<file path="config.mk">
export PLATFORM = sky130hd
export DESIGN_NAME = pll_lock_sequencer
export DESIGN_NICKNAME = d
export VERILOG_FILES = /design/src/rtl/pll_lock_sequencer.sv
export SDC_FILE = /design/constraint.sdc
export NUM_CORES = 1
export LEC_CHECK = 0
export CORE_MARGIN = 5
export CORE_UTILIZATION = 40
export DETAILED_ROUTE_END_ITERATION = 10
export DONT_BUFFER_PORTS = 1
export HOLD_SLACK_MARGIN = 0.06
export PLACE_DENSITY_LB_ADDON = 0.2
export SYNTH_ARGS = -nofsm -noshare
export SYNTH_HDL_FRONTEND = slang
export SYNTH_SLANG_ARGS = --single-unit
</file>
<file path="constraint.sdc">
create_clock -name refclk -period 3.93 [get_ports refclk]
set_input_delay 0.786 -clock refclk [delete_from_list [all_inputs] [get_ports refclk]]
set_output_delay 0.786 -clock refclk [all_outputs]
set_load 0.02 [all_outputs]
</file>
<file path="src/rtl/pll_lock_sequencer.sv">
// PLL lock sequencer: pulses the PLL reset, waits for a stable lock, then releases
// the core reset; re-runs the sequence on lock timeout or lock loss.
module pll_lock_sequencer #(
  parameter int PLL_RST_CYCLES      = 16,
  parameter int LOCK_STABLE_CYCLES  = 1024,
  parameter int LOCK_TIMEOUT_CYCLES = 1000000,
  parameter int CNT_W               = 20
) (
  input  logic       refclk,
  input  logic       rst,
  input  logic       pll_locked,
  output logic       pll_rst,
  output logic       core_reset,
  output logic       ready,
  output logic [7:0] relock_count,
  output logic [7:0] timeout_count
);

  typedef enum logic [1:0] {
    RESET_PLL,
    WAIT_LOCK,
    STABILIZE,
    RUN
  } state_t;

  localparam logic [CNT_W-1:0] RST_LAST    = CNT_W'(PLL_RST_CYCLES - 1);
  localparam logic [CNT_W-1:0] STABLE_LAST = CNT_W'(LOCK_STABLE_CYCLES - 1);
  localparam logic [CNT_W-1:0] TMO_LAST    = CNT_W'(LOCK_TIMEOUT_CYCLES - 1);

  state_t           r_state;
  state_t           w_state_nxt;
  logic [CNT_W-1:0] r_cnt;
  logic [CNT_W-1:0] w_cnt_nxt;
  logic             r_sync1;
  logic             r_locked_s;
  logic             w_relock_inc;
  logic             w_timeout_inc;
  logic             r_pll_rst;
  logic             r_core_reset;
  logic             r_ready;
  logic [7:0]       r_relock_count;
  logic [7:0]       r_timeout_count;

  // pll_locked comes from another clock domain; only r_locked_s may be used below.
  always_ff @(posedge refclk or posedge rst) begin
    if (rst) begin
      r_sync1    <= 1'b0;
      r_locked_s <= 1'b0;
    end else begin
      // NOTE: non-blocking assignments make every flop sample the pre-edge values,
      // which is what lets r_sync1 -> r_locked_s form a true two-stage chain.
      r_sync1    <= pll_locked;
      r_locked_s <= r_sync1;
    end
  end

  always_comb begin
    // NOTE: every signal gets a default before the case so no path leaves it
    // unassigned; an unassigned path would infer a latch.
    w_state_nxt   = r_state;
    w_cnt_nxt     = r_cnt + CNT_W'(1);
    w_relock_inc  = 1'b0;
    w_timeout_inc = 1'b0;
    case (r_state)
      RESET_PLL: begin
        if (r_cnt == RST_LAST) begin
          w_state_nxt = WAIT_LOCK;
          w_cnt_nxt   = '0;
        end
      end
      WAIT_LOCK: begin
        // A lock seen on the final timeout cycle still wins.
        if (r_locked_s) begin
          w_state_nxt = STABILIZE;
          w_cnt_nxt   = '0;
        end else if (r_cnt == TMO_LAST) begin
          w_state_nxt   = RESET_PLL;
          w_cnt_nxt     = '0;
          w_timeout_inc = 1'b1;
        end
      end
      STABILIZE: begin
        if (!r_locked_s) begin
          w_state_nxt = WAIT_LOCK;
          w_cnt_nxt   = '0;
        end else if (r_cnt == STABLE_LAST) begin
          w_state_nxt = RUN;
          w_cnt_nxt   = '0;
        end
      end
      RUN: begin
        w_cnt_nxt = '0;
        if (!r_locked_s) begin
          w_state_nxt  = RESET_PLL;
          w_relock_inc = 1'b1;
        end
      end
      default: begin
        w_state_nxt = RESET_PLL;
        w_cnt_nxt   = '0;
      end
    endcase
  end

  // Outputs are registered from the next state so they switch on the same edge
  // as the state and never glitch.
  always_ff @(posedge refclk or posedge rst) begin
    if (rst) begin
      r_state         <= RESET_PLL;
      r_cnt           <= '0;
      r_pll_rst       <= 1'b1;
      r_core_reset    <= 1'b1;
      r_ready         <= 1'b0;
      r_relock_count  <= 8'd0;
      r_timeout_count <= 8'd0;
    end else begin
      r_state      <= w_state_nxt;
      r_cnt        <= w_cnt_nxt;
      r_pll_rst    <= (w_state_nxt == RESET_PLL);
      r_core_reset <= (w_state_nxt != RUN);
      r_ready      <= (w_state_nxt == RUN);
      if (w_relock_inc && (r_relock_count != 8'hFF)) begin
        r_relock_count <= r_relock_count + 8'd1;
      end
      if (w_timeout_inc && (r_timeout_count != 8'hFF)) begin
        r_timeout_count <= r_timeout_count + 8'd1;
      end
    end
  end

  assign pll_rst       = r_pll_rst;
  assign core_reset    = r_core_reset;
  assign ready         = r_ready;
  assign relock_count  = r_relock_count;
  assign timeout_count = r_timeout_count;

endmodule
</file>
Word level (Yosys, flattened, before mapping)
Cells that the tools add are included.
Word-level totals
  bits in registers: 43
  word-level logic and storage cells: 44
Operators by class
  add/sub/neg operators: 3
  eq/ne operators: 10
  mux-type cells: 18
  reduce and logical (&&, ||, !) cells: 4
Operator list (number)
  20-bit 2-to-1 mux: 5
  20-bit one-hot mux with 4 select lines: 1
  20-bit by 1-bit adder with 20-bit output (second input constant): 1
  20-bit by 10-bit == test with 1-bit output (second input constant): 1
  20-bit == test (second input constant): 1
  20-bit by 4-bit == test with 1-bit output (second input constant): 1
  8-bit by 1-bit adder with 8-bit output (second input constant): 2
  8-bit inequality test (second input constant): 2
  2-bit 2-to-1 mux: 6
  2-bit one-hot mux with 4 select lines: 1
  2-bit == test (second input constant): 3
  1-bit 2-to-1 mux: 5
  2-bit logical NOT: 2
  2-bit by 1-bit == test with 1-bit output (second input constant): 1
  1-bit logical AND: 2
  2-bit inequality test (second input constant): 1

Logic depth before layout (Yosys ltp)
Gate-level depths: netlist of the first run.
  depth after elaboration: 5
  gate-level depth with buffers: 7

Worst setup path before layout of the first run
OpenSTA, ideal clock, no wires.
  kind: register to register
  start: register r_cnt[11]
  end: register r_timeout_count[1] (netlist: timeout_count[1])
  setup time: 0.125 ns
  arrival: 1.896 ns
  slack: 1.909 ns
  cell stages (with the launch flop): 6
  buffers on the path: 1
  clock period less this slack: 2.021 ns
  path through: dfrtp_1 or4_4 and4bb_2 and3_2 buf_6 mux2_2
On the way
  longest elaborated chain between the ends: 5
RTL lines
  start, declared: RTL line 32  | logic [CNT_W-1:0] r_cnt;
  start signal, assigned: RTL line 118  | r_cnt <= w_cnt_nxt;
  20-bit == test: RTL line 76  | end else if (r_cnt == TMO_LAST) begin
  1-bit 2-to-1 mux: RTL line 76
  1-bit 2-to-1 mux: RTL line 73  | if (r_locked_s) begin
  1-bit 2-to-1 mux: RTL line 64  | case (r_state)
  1-bit logical AND: RTL line 125  | if (w_timeout_inc && (r_timeout_count != 8'hFF)) begin
  end signal, assigned: RTL line 126  | r_timeout_count <= r_timeout_count + 8'd1;
  end, declared: RTL line 42  | logic [7:0] r_timeout_count;
Every way passes these cells.
A chain may end at the register's enable or synchronous reset.

Worst setup path after layout of the first run
  start: register r_cnt[11]
  end: register r_cnt[6]
On the way
  longest elaborated chain between the ends: 4
  elaborated cells on any way between the ends: 9
  those cells by class: 3 x eq/ne; 6 x mux
RTL lines
  20-bit by 10-bit == test with 1-bit output or 20-bit == test (tied branches): RTL line 86, 76
  20-bit 2-to-1 mux (on tied branches): RTL line 86, 76
  20-bit 2-to-1 mux (on tied branches): RTL line 83, 73
  20-bit one-hot mux with 4 select lines (*): RTL line 64
  net w_cnt_nxt[6]: RTL line 33  | logic [CNT_W-1:0] w_cnt_nxt;
The timed path passes the listed nets; every way through them passes the cells marked *.

==> flow_metrics.env, run 1 <==
export IMPL_io_pins=22
export IMPL_ctsResizeCount=0
export IMPL_status="completed"
export IMPL_clockBufferDepth=2
export IMPL_dp_hpwl_um=2730
export IMPL_slowest_stage="or4_4"
export IMPL_ys_ff_latch=43
export IMPL_drt_initial_drc_count=50
export IMPL_wl_per_cell_um=14.1
export IMPL_firstDrtPassIters=4
export IMPL_synth_cells=185
export IMPL_drive_above_1_share=0.146
export IMPL_grt_pass1_vias=1420
export IMPL_nFillCells=473
export IMPL_layout_commonest_cell="dfrtp_1"
export IMPL_fmax_mhz=435
export IMPL_leakage_nw=0.973
export IMPL_vias=1338
export IMPL_setup_worst_path_class="reg2reg"
export IMPL_p_total_mw=1.03
export IMPL_syn_area_sq_mm=0.00205
export IMPL_clk_latency_ns=0.29
export IMPL_gp_congestion=0.719
export IMPL_fin_setup_tns_ns=0
export IMPL_cp_max_fo=14
export IMPL_post_cts_buffers=0
export IMPL_critical_path_top_delay_family="simple AND/OR/NAND/NOR gates"
export IMPL_initial_core_util=0.407
export IMPL_cts_buffers=5
export IMPL_relSlewSlack=0.354
export IMPL_hold_start="r_sync1"
export IMPL_drv_slew=0
export IMPL_antenna_left=0
export IMPL_cts_sinks=43
export IMPL_critPathMaxStageDelay_ns=0.58
export IMPL_end_kind="flip-flop"
export IMPL_worstHoldPathType="reg2reg"
export IMPL_worst_slew_pin_slew_ns=0.968
export IMPL_path_clk_slew_ns=0.08
export IMPL_ys_warn_count=0
export IMPL_grt_pass1_wl_um=6730
export IMPL_reg2reg_slack_ns=1.63
export IMPL_diodes=0
export IMPL_crit_chain="or4_4, and4bb_2, a21oi_2, a211oi_4, nor2_1"
export IMPL_maxCapViolCount=0
export IMPL_finalHoldViolations=0
export IMPL_synth_edff_count=0
export IMPL_overflow=0
export IMPL_grt_max_degree=27
export IMPL_area_growth_pct=7.44
export IMPL_synth_seq_area_share=0.526
export IMPL_crit_arrival_ns=2.45
export IMPL_timing_rr_start="r_cnt[11]"
export IMPL_final_cell_mix="41 x dfrtp_1, 27 x nor2_1, 19 x xnor2_1, 12 x xor2_1"
export IMPL_die_area_sq_mm=0.00666
export IMPL_syn_area_per_cell_sq_um=11.1
export IMPL_grt_antenna_before_repair=0
export IMPL_totalWireLength_um=3680
export IMPL_startpoint_type="flip-flop"
export IMPL_remaining_drc_errors=0
export IMPL_critical_path_buf_inv_count=0
export IMPL_period_minus_slack_ns=2.30
export IMPL_viasPerCell=5.11
export IMPL_htreeDepth=2
export IMPL_nets=197
export IMPL_die_w_um=81.6
export IMPL_crit_required_ns=4.08
export IMPL_skew_ns=0.00846
export IMPL_coreArea_sq_mm=0.00504
export IMPL_synth_nets=191
export IMPL_cts_tree="done"
export IMPL_fp_row_count=26
export IMPL_startpoint="r_cnt[11]"
export IMPL_setup_viol_count_final=0
export IMPL_cts_hold_buf=0
export IMPL_vdd_drop_max_v=0.000343
export IMPL_grt_usage=0.130
export IMPL_min_period_over_period=0.585
export IMPL_port_buffer_count=0
export IMPL_post_route_util=0.437
export IMPL_die_h_um=81.6
export IMPL_rsz0062_at_grt="no"
export IMPL_yosysUniqueCellTypes=40
export IMPL_ys_flop_type="dfrtp_1"
export IMPL_power_density_mw_per_mm2=468
export IMPL_async_flop_share=1.00
export IMPL_clockRootBuffer="clkbuf_8"
[synth_stat cells, types with 5 or more instances]
cell type | number | area [sq um]
dfrtp_1 | 41 | 1030
nor2_1 | 27 | 101
xnor2_1 | 19 | 166
xor2_1 | 12 | 105
nand2_1 | 9 | 33.8
nand3_1 | 9 | 45.0
nand4_1 | 9 | 56.3
inv_1 | 5 | 18.8
nor3_1 | 5 | 25.0
[metal layers]
metal  wire, um  global-route usage
met1       1700               0.160
met2       1820               0.214
met3        137              0.0406
met4         25              0.0498
met5          0                   0
[path summary, 6_finish.rpt]
path / endpoint / cells after the start
worst max-delay path: r_cnt[6] / 5
worst min-delay path: r_locked_s / 0
worst max register to register: r_cnt[6] / 5
worst min register to register: r_locked_s / 0
max in group asynchronous: pll_rst / 2
min in group asynchronous: r_cnt[10] / 1
[layout make-up]
| cell class | count | area (sq um) | share of cell area |
|---|---|---|---|
| sequential | 43 | 1080 | 0.489 |
| multi-input combinational | 134 | 925 | 0.419 |
| tap | 70 | 87.6 | 0.0397 |
| clock buffer | 8 | 80.1 | 0.0363 |
| inverter | 5 | 18.8 | 0.00851 |
| timing repair buffer | 2 | 15.0 | 0.00681 |
[kinds of logic (layout without fill, tap and decap cells)]
| family | count (synthesis) | count (layout) | synth area share |
|---|---|---|---|
| multiplexers | 2 | 2 | 0.0110 |
| XOR/XNOR | 31 | 31 | 0.132 |
| buffers and inverters | 8 | 15 | 0.0238 |
| AO/OA/AOI/OAI | 13 | 13 | 0.0579 |
| AND/OR/NAND/NOR | 85 | 85 | 0.231 |
| flip-flops | 43 | 43 | 0.526 |
| adder cells (fa/ha/maj) | 3 | 3 | 0.0183 |
[where the power goes]
group / leakage [nW] / internal, mW / total, mW / switching [mW]
clock network: 0.0395 / 0.126 / 0.264 / 0.137
registers: 0.578 / 0.495 / 0.584 / 0.0883
logic: 0.355 / 0.0765 / 0.184 / 0.108
[worst reg2reg max path: stages (launching register included)]
cell      delay (ns)
dfrtp_1         0.44
or4_4           0.58
and4bb_2        0.36
a21oi_2         0.09
a211oi_4        0.57
nor2_1          0.12
[registers in the layout (all words and copies together), names as in the netlist]
signal	count
ready	1
core_reset	1
r_locked_s	1
timeout_count	8
pll_rst	1
r_state	2
relock_count	8
r_sync1	1
r_cnt	20
[per-stage QoR]
stage | setup slack (ns) | instances | hold WS (ns) | instance area, sq um
2_1_floorplan | 1.91 | 185 | 0.331 | 2050
3_3_place_gp | 1.71 | 254 | 0.342 | 2120
3_5_place_dp | 1.64 | 254 | 0.347 | 2120
4_1_cts | 1.62 | 262 | 0.367 | 2200
5_1_grt | 1.46 | 262 | 0.373 | 2200
6_report | 1.63 | 262 | 0.364 | 2200
(Power assumes the default switching activity.)
==> run 2: changes to the inputs <==
- clock period: 3.93 -> 2.3 ns (I/O delays scaled with it)
==> flow_metrics.env, run 2 (synthesis gave the netlist of run 1 again) <==
export IMPL_status="completed"
export IMPL_grt_antenna_before_repair=0
export IMPL_drv_slew=0
export IMPL_post_route_util=0.449
export IMPL_die_area_sq_mm=0.00666
export IMPL_rsz0062_at_grt="no"
export IMPL_crit_chain="or4_4, nor4_4, a311oi_1, a311oi_2, buf_4, a21oi_1"
export IMPL_clockBufferDepth=2
export IMPL_coreArea_sq_mm=0.00504
export IMPL_reg2reg_slack_ns=0.21
export IMPL_wl_per_cell_um=13.7
export IMPL_htreeDepth=2
export IMPL_diodes=0
export IMPL_cts_sinks=43
export IMPL_dp_hpwl_um=2660
export IMPL_gp_congestion=0.706
export IMPL_period_minus_slack_ns=2.09
export IMPL_largest_register_ff_count=20
export IMPL_drt_initial_drc_count=72
export IMPL_clk_latency_ns=0.29
export IMPL_leakage_nw=1.01
export IMPL_end_kind="flip-flop"
export IMPL_remaining_drc_errors=0
export IMPL_firstDrtPassIters=4
export IMPL_grt_pass1_vias=1388
export IMPL_holdPathStages=0
export IMPL_final_cell_mix="41 x dfrtp_1, 27 x nor2_1, 19 x xnor2_1, 12 x xor2_1"
export IMPL_skew_ns=0.00759
export IMPL_ctsResizeCount=0
export IMPL_maxCapViolCount=0
export IMPL_vdd_drop_max_v=0.000682
export IMPL_worst_slew_pin_slew_ns=0.485
export IMPL_r2r_end="r_cnt[4]"
export IMPL_cts_buffers=5
export IMPL_whs_ns=0.195
export IMPL_startpoint_type="flip-flop"
export IMPL_path_clk_slew_ns=0.08
export IMPL_crit_required_ns=2.47
export IMPL_crit_arrival_ns=2.25
export IMPL_nets=203
export IMPL_fp_row_count=26
export IMPL_antenna_left=0
export IMPL_viasPerCell=5.11
export IMPL_crit_cells=6
export IMPL_finalHoldViolations=0
export IMPL_initial_core_util=0.407
export IMPL_timing_rr_start="r_cnt[12]"
export IMPL_p_total_mw=1.82
export IMPL_clockRootBuffer="clkbuf_8"
export IMPL_grt_max_degree=18
export IMPL_slowest_stage="or4_4"
export IMPL_fin_ws_ns=0.212
export IMPL_fin_cells=268
export IMPL_reg2reg_depth=6
export IMPL_startpoint="r_cnt[12]"
export IMPL_worstHoldPathType="in2reg"
export IMPL_fmax_mhz=479
export IMPL_cts_tree="done"
export IMPL_stdcell_area_sq_mm=0.00227
export IMPL_dp_worst_setup_slack_ns=0.229
export IMPL_placed_cells=259
export IMPL_drive_above_1_share=0.172
export IMPL_layout_commonest_cell="dfrtp_1"
export IMPL_dpl_cell_area_sq_mm=0.00217
export IMPL_overflow=0
export IMPL_relSlewSlack=0.674
export IMPL_vias=1370
export IMPL_cp_max_fo=6
export IMPL_die_h_um=81.6
export IMPL_top_register="r_cnt"
export IMPL_io_pins=22
export IMPL_setup_viol_count_final=0
export IMPL_setup_worst_path_class="reg2reg"
export IMPL_fin_setup_tns_ns=0
export IMPL_critical_path_top_delay_family="simple AND/OR/NAND/NOR gates"
export IMPL_grt_pass1_wl_um=6540
export IMPL_power_density_mw_per_mm2=804
export IMPL_critical_path_buf_inv_count=1
export IMPL_critPathMaxStageDelay_ns=0.56
export IMPL_die_w_um=81.6
export IMPL_hold_start="pll_locked"
export IMPL_area_growth_pct=10.4
export IMPL_grt_usage=0.127
export IMPL_totalWireLength_um=3670
export IMPL_endpoint="r_cnt[4]"
export IMPL_min_period_over_period=0.908
export IMPL_port_buffer_count=0
run 2: cell types whose count changed in the layout (fill, tap and decap cells not counted), sizes merged:
cell	delta
buf	+5
clkbuf	-1
clkinv	+1
dlygate4sd3	+1
run 2: per-layer routing:
layer | vias up | share of wire | global-route usage
li1 | 669 | - | -
met1 | 677 | 0.47 | 0.155
met2 | 17 | 0.47 | 0.208
met3 | 7 | 0.041 | 0.0417
met4 | 0 | 0.015 | 0.0498
met5 | - | 0 | 0
run 2: layout make-up:
cell class / count / area, sq um
fill: 504 / 2780
sequential: 43 / 1080
multi-input combinational: 134 / 925
tap: 70 / 87.6
clock buffer: 7 / 76.3
timing repair buffer: 8 / 75.1
inverter: 5 / 18.8
clock inverter: 1 / 5.00
run 2: timing repair:
item                      in CTS  in global routing
setup buffers                  0                  0
hold endpoints to repair       9                  0
hold buffers                   1                  0
run 2: worst register-to-register path: cells and delay by family (launching register included):
kind	cells	cell delay, ns
AO/OA/AOI/OAI	3	0.50
buffers and inverters	1	0.18
flip-flops	1	0.43
AND/OR/NAND/NOR	2	0.86
run 2: how the worst min path moves through the flow:
stage,to
6_report,r_sync1
5_1_grt,r_sync1
4_1_cts,r_sync1
3_5_place_dp,r_locked_s
3_3_place_gp,r_locked_s
2_1_floorplan,r_locked_s
run 2: where the power goes:
part	internal [mW]	total (mW)	switching, mW
sequential	0.846	0.993	0.146
combinational	0.185	0.379	0.194
clock	0.213	0.451	0.238
total	1.24	1.82	0.578
